File: src/rtl/uart_byte_rx_pkg.sv
// Shared constants and FSM encoding for the host UART receiver and the
// other blocks clocked from the 128 MHz PLL output.
package uart_byte_rx_pkg;

   localparam int unsigned SYS_CLK_HZ = 128000000;

   typedef enum logic [2:0] {
      IDLE  = 3'd0,
      START = 3'd1,
      DATA  = 3'd2,
      STOP  = 3'd3,
      BREAK = 3'd4
   } rx_state_t;

endpackage

File: src/rtl/uart_byte_rx_sync_2ff.sv
// Two-flop synchronizer for a single asynchronous input; the flops
// come out of reset holding RST_VAL.
module sync_2ff #(
   parameter logic RST_VAL = 1'b1
) (
   input  logic clk,
   input  logic rst,
   input  logic d,
   output logic q
);

   logic meta;

   // rst is active-low
   always_ff @(posedge clk or negedge rst) begin
      if (!rst) begin
         meta <= RST_VAL;
         q    <= RST_VAL;
      end else begin
         meta <= d;
         q    <= meta;
      end
   end

endmodule

File: src/rtl/uart_byte_rx.sv
// 8N1 serial receiver: start-bit qualify at half bit, mid-bit sampling,
// valid/ready output with frame-error and overrun pulses.
module uart_byte_rx
   import uart_byte_rx_pkg::*;
#(
   parameter int unsigned CLK_HZ = SYS_CLK_HZ,
   parameter int unsigned BAUD   = 115200
) (
   input  logic       clk,
   input  logic       rst,
   input  logic       rx,
   output logic [7:0] data,
   output logic       valid,
   input  logic       ready,
   output logic       frame_err,
   output logic       overrun
);

   localparam int unsigned CLKS_PER_BIT = CLK_HZ / BAUD;
   localparam int unsigned HALF_BIT     = CLKS_PER_BIT / 2;
   localparam int unsigned CNT_W        = $clog2(CLKS_PER_BIT);
   localparam logic [CNT_W-1:0] HALF_LOAD = CNT_W'(HALF_BIT - 1);
   localparam logic [CNT_W-1:0] BIT_LOAD  = CNT_W'(CLKS_PER_BIT - 1);

   if (CLKS_PER_BIT < 4) begin : g_bad_baud
      $error("uart_byte_rx: CLK_HZ/BAUD must be at least 4");
   end

   rx_state_t        state, state_nxt;
   logic             rx_s;
   logic [CNT_W-1:0] cnt;
   logic [2:0]       index;
   logic [7:0]       shift_reg;
   logic             tick, load_half, load_bit, shift_en, byte_done, stop_bad;

   sync_2ff #(.RST_VAL(1'b1)) u_rx_sync (
      .clk (clk),
      .rst (rst),
      .d   (rx),
      .q   (rx_s)
   );

   assign tick = (cnt == '0);

   always_ff @(posedge clk or negedge rst) begin
      if (!rst) state <= IDLE;
      else      state <= state_nxt;
   end

   always_comb begin
      state_nxt = state;
      load_half = 1'b0;
      load_bit  = 1'b0;
      shift_en  = 1'b0;
      byte_done = 1'b0;
      stop_bad  = 1'b0;
      unique case (state)
         IDLE: if (!rx_s) begin
            state_nxt = START;
            load_half = 1'b1;
         end
         START: if (tick) begin
            // a start bit that is already high again at mid-bit was noise
            if (rx_s) begin
               state_nxt = IDLE;
            end else begin
               state_nxt = DATA;
               load_bit  = 1'b1;
            end
         end
         DATA: if (tick) begin
            shift_en = 1'b1;
            load_bit = 1'b1;
            if (index == 3'd7) state_nxt = STOP;
         end
         STOP: if (tick) begin
            if (rx_s) begin
               byte_done = 1'b1;
               state_nxt = IDLE;
            end else begin
               stop_bad  = 1'b1;
               state_nxt = BREAK;
            end
         end
         BREAK: if (rx_s) state_nxt = IDLE;
         default: state_nxt = IDLE;
      endcase
   end

   always_ff @(posedge clk or negedge rst) begin
      if (!rst) begin
         cnt   <= '0;
         index <= '0;
      end else begin
         if (load_half)        cnt <= HALF_LOAD;
         else if (load_bit)    cnt <= BIT_LOAD;
         else if (cnt != '0)   cnt <= cnt - 1'b1;

         if (load_half)        index <= '0;
         else if (shift_en)    index <= index + 3'd1;
      end
   end

   // shift register only feeds data on byte_done, so it needs no reset
   always_ff @(posedge clk) begin
      if (shift_en) shift_reg[index] <= rx_s;
   end

   always_ff @(posedge clk or negedge rst) begin
      if (!rst) begin
         data      <= '0;
         valid     <= 1'b0;
         frame_err <= 1'b0;
         overrun   <= 1'b0;
      end else begin
         frame_err <= stop_bad;
         overrun   <= 1'b0;
         if (byte_done && (!valid || ready)) begin
            data  <= shift_reg;
            valid <= 1'b1;
         end else if (byte_done) begin
            overrun <= 1'b1;
         end else if (valid && ready) begin
            valid <= 1'b0;
         end
      end
   end

endmodule

File: config.mk
export PLATFORM = sky130hd
export DESIGN_NAME = uart_byte_rx
export DESIGN_NICKNAME = d
export VERILOG_FILES = /design/src/rtl/uart_byte_rx_pkg.sv /design/src/rtl/uart_byte_rx_sync_2ff.sv /design/src/rtl/uart_byte_rx.sv
export SDC_FILE = /design/constraint.sdc
export NUM_CORES = 1
export LEC_CHECK = 0
export BUFFER_PORTS_ARGS = -buffer_cell sky130_fd_sc_hd__buf_2
export CAP_MARGIN = 20
export CORE_MARGIN = 3
export CORE_UTILIZATION = 45
export DETAILED_ROUTE_END_ITERATION = 8
export GPL_ROUTABILITY_DRIVEN = 0
export HOLD_SLACK_MARGIN = 0.1
export PLACE_DENSITY = 0.63
export SLEW_MARGIN = 20
export SYNTH_ARGS = -nofsm -noshare
export SYNTH_HDL_FRONTEND = slang
export SYNTH_SLANG_ARGS = --single-unit
export TNS_END_PERCENT = 10
File: constraint.sdc
create_clock -name clk -period 4 [get_ports clk]
set_clock_uncertainty 0.05 [all_clocks]
set_input_delay 0.2 -clock clk [delete_from_list [all_inputs] [get_ports clk]]
set_output_delay 0.2 -clock clk [all_outputs]
set_load 0.1 [all_outputs]
==> impl_metrics.env, run 1 <==
export IMPL_status="complete, no violations"
export IMPL_rsz0062_at_grt="false"
export IMPL_syn_avg_cell_area_um2=11.9
export IMPL_drtIter0Drc=32
export IMPL_drc_errors=0
export IMPL_cts_tree="built"
export IMPL_irDropWorstVdd_uv=183
export IMPL_drive_gt1_frac=0.239
export IMPL_postSynthCellCount=143
export IMPL_core_um2=3490
export IMPL_synthMuxAreaShare=0.0648
export IMPL_holdCritPathClass="primary input to register"
export IMPL_synth_warnings=0
export IMPL_critPathTopFamily="simple AND/OR/NAND/NOR gates"
export IMPL_clock_sinks=38
export IMPL_dpl_hpwl_um=2000
export IMPL_vias=1127
export IMPL_synth_top_family_by_area="simple AND/OR/NAND/NOR gates"
export IMPL_yosys_area_share_simple=0.220
export IMPL_netlist_area_um2=1700
export IMPL_syn_num_nets=150
export IMPL_pwr_density_cell_nw_per_um2=399
export IMPL_cts_root_buf="clkbuf_8"
export IMPL_criticalPathCategory="register to register"
export IMPL_crit_fanout=8
export IMPL_regArea_um2=993
export IMPL_fillCellCount=279
export IMPL_drt_pass1_iter_count=4
export IMPL_drt_total_wl_um=2940
export IMPL_p_leak_nw=0.873
export IMPL_placementRows=21
export IMPL_synth_fa_ha_area_frac=0.0221
export IMPL_synth_xor_area_frac=0.0310
export IMPL_maxCapViolations=0
export IMPL_cts_hold_buffers_added=2
export IMPL_clkTransAtPathRegs_ps=70
export IMPL_worstPathRequired_ps=4130
export IMPL_path_buf_inv=1
export IMPL_drv_slew=0
export IMPL_die_h_um=67.4
export IMPL_finalNetCount=169
export IMPL_cts_buffer_depth=2
export IMPL_grt_overflow=0
export IMPL_crit_chain="inv_1 > ha_1 > nor3b_2 > nand4_2 > nor4b_4 > mux2_2"
export IMPL_max_stage_delay_ps=610
export IMPL_grt_pass1_wl_um=4830
export IMPL_die_area_um2=4550
export IMPL_largest_reg_flops=11
export IMPL_synth_edf_count=8
export IMPL_finalSetupViolations=0
export IMPL_crit_slowest_cell="nor4b_4"
export IMPL_period_needed_ps=2490
export IMPL_synth_distinct_cells=39
export IMPL_ant_nets=0
export IMPL_final_util=0.563
export IMPL_synth_compound_area_frac=0.0567
export IMPL_fin_crit_sh=0.622
export IMPL_final_hold_viol_count=0
export IMPL_synth_area_top_cells="dfrtp_1 41%, edfxtp_1 14%, nor2_1 4.4%"
export IMPL_fmaxAchievable_mhz=402
export IMPL_synth_flop_cell="dfrtp_1"
export IMPL_io_pins=15
export IMPL_wl_per_cell_um=14.1
export IMPL_port_buffers=14
export IMPL_initial_core_util=0.486
export IMPL_cp_data_arrival_time_ps=2620
export IMPL_ys_ff_latch=38
export IMPL_grt_pass1_vias=1081
export IMPL_max_slew_margin_rel=0.561
export IMPL_grt_total_usage=0.149
export IMPL_clock_latency_ps=290
export IMPL_via_per_inst=5.39
export IMPL_cp_end_kind="register"
export IMPL_cts_resized=0
export IMPL_crit_path_start_kind="register"
export IMPL_async_reset_ff_frac=0.789
export IMPL_die_x_um=67.4
export IMPL_diodes=0
export IMPL_whs_ps=169
export IMPL_multi_input_area_um2=671
export IMPL_netlist_area_leader_share=0.413
export IMPL_cts_made_buffers=5
export IMPL_yosysSeqAreaShare=0.585
export IMPL_p_total_uw=785
export IMPL_tightest_slew_ps=658
export IMPL_cts_setup_buffers=0
export IMPL_cts_htree_levels=2
export IMPL_synth_top_area_cell="dfrtp_1"
export IMPL_syn2layout_area_growth_pct=15.8
export IMPL_setup_tns_ps=0
export IMPL_grt_antenna_before_repair=0
export IMPL_grt_max_degree=31
[report_power, final]
group	switching (mW)	total (mW)	leakage (nW)	internal, mW
Clock	0.128	0.375	0.0658	0.247
Combinational	0.00715	0.0104	0.363	0.00325
Sequential	0.00255	0.400	0.444	0.397
[area by class of cell]
class                           count  area share
Clock buffer                        5      0.0350
Clock inverter                      3      0.0324
Inverter                            4     0.00763
Multi-Input combinational cell     96       0.341
Sequential cell                    38       0.505
Tap cell                           46      0.0293
Timing Repair Buffer               17      0.0496
[synth_stat cells (2+ instances only)]
cell	number
ha_1	3
nand2_1	6
dfstp_2	2
dfrtp_1	28
nor2_1	20
mux2_1	2
mux2i_1	2
a211oi_1	2
clkbuf_1	4
mux2_2	6
o21ai_0	2
nand3_1	3
or3b_2	2
a32oi_1	2
edfxtp_1	8
a21oi_1	3
inv_1	4
xnor2_1	6
nor3_1	8
or4_1	3
nor4_1	5
nand2b_1	5
[logic make-up (layout without fill, tap and decap cells)]
logic type,count (synthesis),count (layout)
muxes,10,10
AOI/OAI and AO/OA,14,14
buffers and inverters,9,29
DFF,38,38
xor gates and xnor gates,6,6
and+or+nand+nor,63,63
adders and majority gates,3,3
[placed cells by master, fill, tap and decap left out, types with 3 or more instances in the layout]
cell type / instances
nand2_1: 6
mux2_2: 6
nand2b_1: 5
inv_1: 4
buf_2: 14
edfxtp_1: 8
nor2_1: 20
a21oi_1: 3
nand3_1: 3
xnor2_1: 6
dfrtp_1: 28
nor3_1: 8
ha_1: 3
or4_1: 3
nor4_1: 5
clkbuf_8: 5
[worst register-to-register path: stages, from the launching register on]
cell,delay [ps]
dfrtp_1,420
inv_1,80
ha_1,180
nor3b_2,400
nand4_2,230
nor4b_4,610
mux2_2,410
[routing by layer]
metal | global-route usage | routed length, µm
met4 | 0.0835 | 51
met5 | 0 | 0
met1 | 0.182 | 1420
met3 | 0.0449 | 120
met2 | 0.233 | 1350
[final timing paths]
kind	from	endpoint	slack (ps)	cells after the start
max in group asynchronous	rst	data[2]$_DFFE_PN0P_	3060	2
worst min-delay path	ready	valid$_DFFE_PN0P_	170	3
worst min register to register	u_rx_sync.meta$_DFF_PN1_	u_rx_sync.q$_DFF_PN1_	310	0
worst max register to register	cnt[0]$_DFFE_PN0P_	data[2]$_DFFE_PN0P_	1510	6
min in group asynchronous	rst	cnt[7]$_DFFE_PN0P_	420	2
worst max-delay path	cnt[0]$_DFFE_PN0P_	data[2]$_DFFE_PN0P_	1510	6
[through the flow]
stage	area [µm²]	instances	setup slack (ps)
after floorplan	1700	143	1830
after global placement	1810	199	1660
after detailed placement	1810	199	1520
after CTS	1970	209	1500
after global routing	1970	209	1340
final	1970	209	1510
Power figures use the tool's default switching activity.
==> run 2, diff against run 1 <==
- PLACE_DENSITY: 0.63 -> 0.65
- clock period: 4 -> 2.25 ns (I/O delays scaled with it)
==> run 2 against run 1 <==
Effect of this change: register-to-register slack got worse by 1300 ps; worst setup slack got worse by 1300 ps; core utilization increased by 0.79 points; count of clock-buffer cells in the layout increased by 1; via count increased by 3.8%; global-route usage increased by 0.50 points; design area increased by 1.4%; first-iteration DRC count increased by 44%; largest cell class unchanged.
==> impl_metrics.env, run 2 (synthesized netlist as in run 1, its figures left out) <==
export IMPL_status="complete, no violations"
export IMPL_holdPathEnd="u_rx_sync.q$_DFF_PN1_"
export IMPL_p_leak_nw=0.889
export IMPL_clock_sinks=38
export IMPL_worstPathRequired_ps=2370
export IMPL_fmaxAchievable_mhz=484
export IMPL_drtIter0Drc=46
export IMPL_cp_end_kind="register"
export IMPL_crit_fanout=8
export IMPL_drt_total_wl_um=3050
export IMPL_syn2layout_area_growth_pct=17.5
export IMPL_setup_ws_ps=185
export IMPL_port_buffers=14
export IMPL_drt_pass1_iter_count=5
export IMPL_finalNetCount=175
export IMPL_drc_errors=0
export IMPL_hold_depth=0
export IMPL_cts_root_buf="clkbuf_8"
export IMPL_rsz0062_at_grt="false"
export IMPL_initial_core_util=0.486
export IMPL_rrSetupSlack_ps=190
export IMPL_grt_max_degree=31
export IMPL_cts_htree_levels=2
export IMPL_place_area_um2=1850
export IMPL_ant_nets=0
export IMPL_cp_data_arrival_time_ps=2180
export IMPL_period_needed_ps=2060
export IMPL_grt_overflow=0
export IMPL_max_slew_margin_rel=0.559
export IMPL_top_layer="met4"
export IMPL_cts_made_buffers=5
export IMPL_dr_wl_met3_um=141
export IMPL_p_total_mw=1.28
export IMPL_criticalPathCategory="register to register"
export IMPL_clkTransAtPathRegs_ps=60
export IMPL_final_util=0.571
export IMPL_worstReg2RegEnd="data[2]$_DFFE_PN0P_"
export IMPL_placementRows=21
export IMPL_finalSetupViolations=0
export IMPL_grt_pass1_vias=1095
export IMPL_crit_path_start_kind="register"
export IMPL_holdCritPathClass="register to register"
export IMPL_die_area_um2=4550
export IMPL_drive_gt1_frac=0.254
export IMPL_wl_met2_um=1530
export IMPL_cts_buffer_depth=2
export IMPL_die_x_um=67.4
export IMPL_cts_setup_buffers=0
export IMPL_maxCapViolations=0
export IMPL_largest_reg_flops=11
export IMPL_fillCellCount=286
export IMPL_worstRegToRegCells=7
export IMPL_irDropWorstVdd_uv=414
export IMPL_fin_crit_sh=0.918
export IMPL_core_um2=3490
export IMPL_m1WireLength_um=1330
export IMPL_cts_tree="built"
export IMPL_tightest_slew_ps=661
export IMPL_io_pins=15
export IMPL_vias=1170
export IMPL_final_hold_viol_count=0
export IMPL_layout_commonest_cell="dfrtp_1"
export IMPL_grt_pass1_wl_um=4990
export IMPL_fin_area_um2=1990
export IMPL_multi_input_area_um2=677
export IMPL_grt_antenna_before_repair=0
export IMPL_drv_slew=0
export IMPL_die_h_um=67.4
export IMPL_mostFrequentLayoutCells="28 x dfrtp_1, 20 x nor2_1, 14 x buf_2"
export IMPL_regArea_um2=993
export IMPL_r2r_start="cnt[0]$_DFFE_PN0P_"
export IMPL_setup_tns_ps=0
export IMPL_diodes=0
export IMPL_clock_latency_ps=290
export IMPL_grt_total_usage=0.154
export IMPL_dpl_hpwl_um=2170
export IMPL_preCtsSetupSlack_ps=153
export IMPL_wl_per_cell_um=14.2
export IMPL_holdCritStartpoint="u_rx_sync.meta$_DFF_PN1_"
export IMPL_pwr_density_cell_nw_per_um2=643
export IMPL_via_per_inst=5.44
-- run 2: cell types whose count changed in the layout (fill, tap and decap cells not counted), sizes merged --
cell / delta
buf: +5
bufinv: -1
clkbuf: +1
dlygate4sd3: +1
-- run 2: how the worst max path moves through the flow --
| stage | end | startpoint |
|---|---|---|
| after floorplan | data[0]$_DFFE_PN0P_ | cnt[0]$_DFFE_PN0P_ |
| after global placement | data[2]$_DFFE_PN0P_ | cnt[0]$_DFFE_PN0P_ |
| after detailed placement | data[4]$_DFFE_PN0P_ | cnt[0]$_DFFE_PN0P_ |
| after CTS | data[2]$_DFFE_PN0P_ | cnt[0]$_DFFE_PN0P_ |
| after global routing | data[6]$_DFFE_PN0P_ | cnt[1]$_DFFE_PN0P_ |
| final | data[2]$_DFFE_PN0P_ | cnt[0]$_DFFE_PN0P_ |
-- run 2: where the power goes --
| group | switching, mW | leakage (nW) | internal (mW) |
|---|---|---|---|
| Combinational | 0.0165 | 0.393 | 0.00807 |
| Clock | 0.224 | 0.0528 | 0.327 |
| Sequential | 0.00162 | 0.444 | 0.706 |
| Total | 0.242 | 0.889 | 1.04 |
-- run 2: layout make-up --
class,count,area share
Sequential cell,38,0.498
Multi-Input combinational cell,96,0.339
Timing Repair Buffer,23,0.0728
Clock buffer,6,0.0364
Tap cell,46,0.0289
Clock inverter,2,0.0169
Inverter,4,0.00753
-- run 2: worst max-delay path: stages, from the launching register on --
cell     delay (ps)
dfrtp_1         410
inv_1            70
ha_1            180
nor3b_4         220
nand4_2         190
nor4b_4         280
buf_4           200
mux2_2          340
-- run 2: repair_timing --
action	CTS	global route
endpoints found under the setup margin	0	9
hold endpoints to repair	31	0
resized for setup	0	1
hold buffers	3	0
-- run 2: per-stage QoR --
stage               std cells  hold slack, ps
finish                    215             308
floorplan                 143            -233
detailed placement        204             143
global route              215             312
CTS                       215             310
global placement          204             131
-- run 2: per-layer routing --
metal / vias to the layer above / global-route usage
met1: 568 / 0.187
met3: 6 / 0.0549
met5: - / 0
li1: 571 / -
met4: 0 / 0.0532
met2: 25 / 0.252
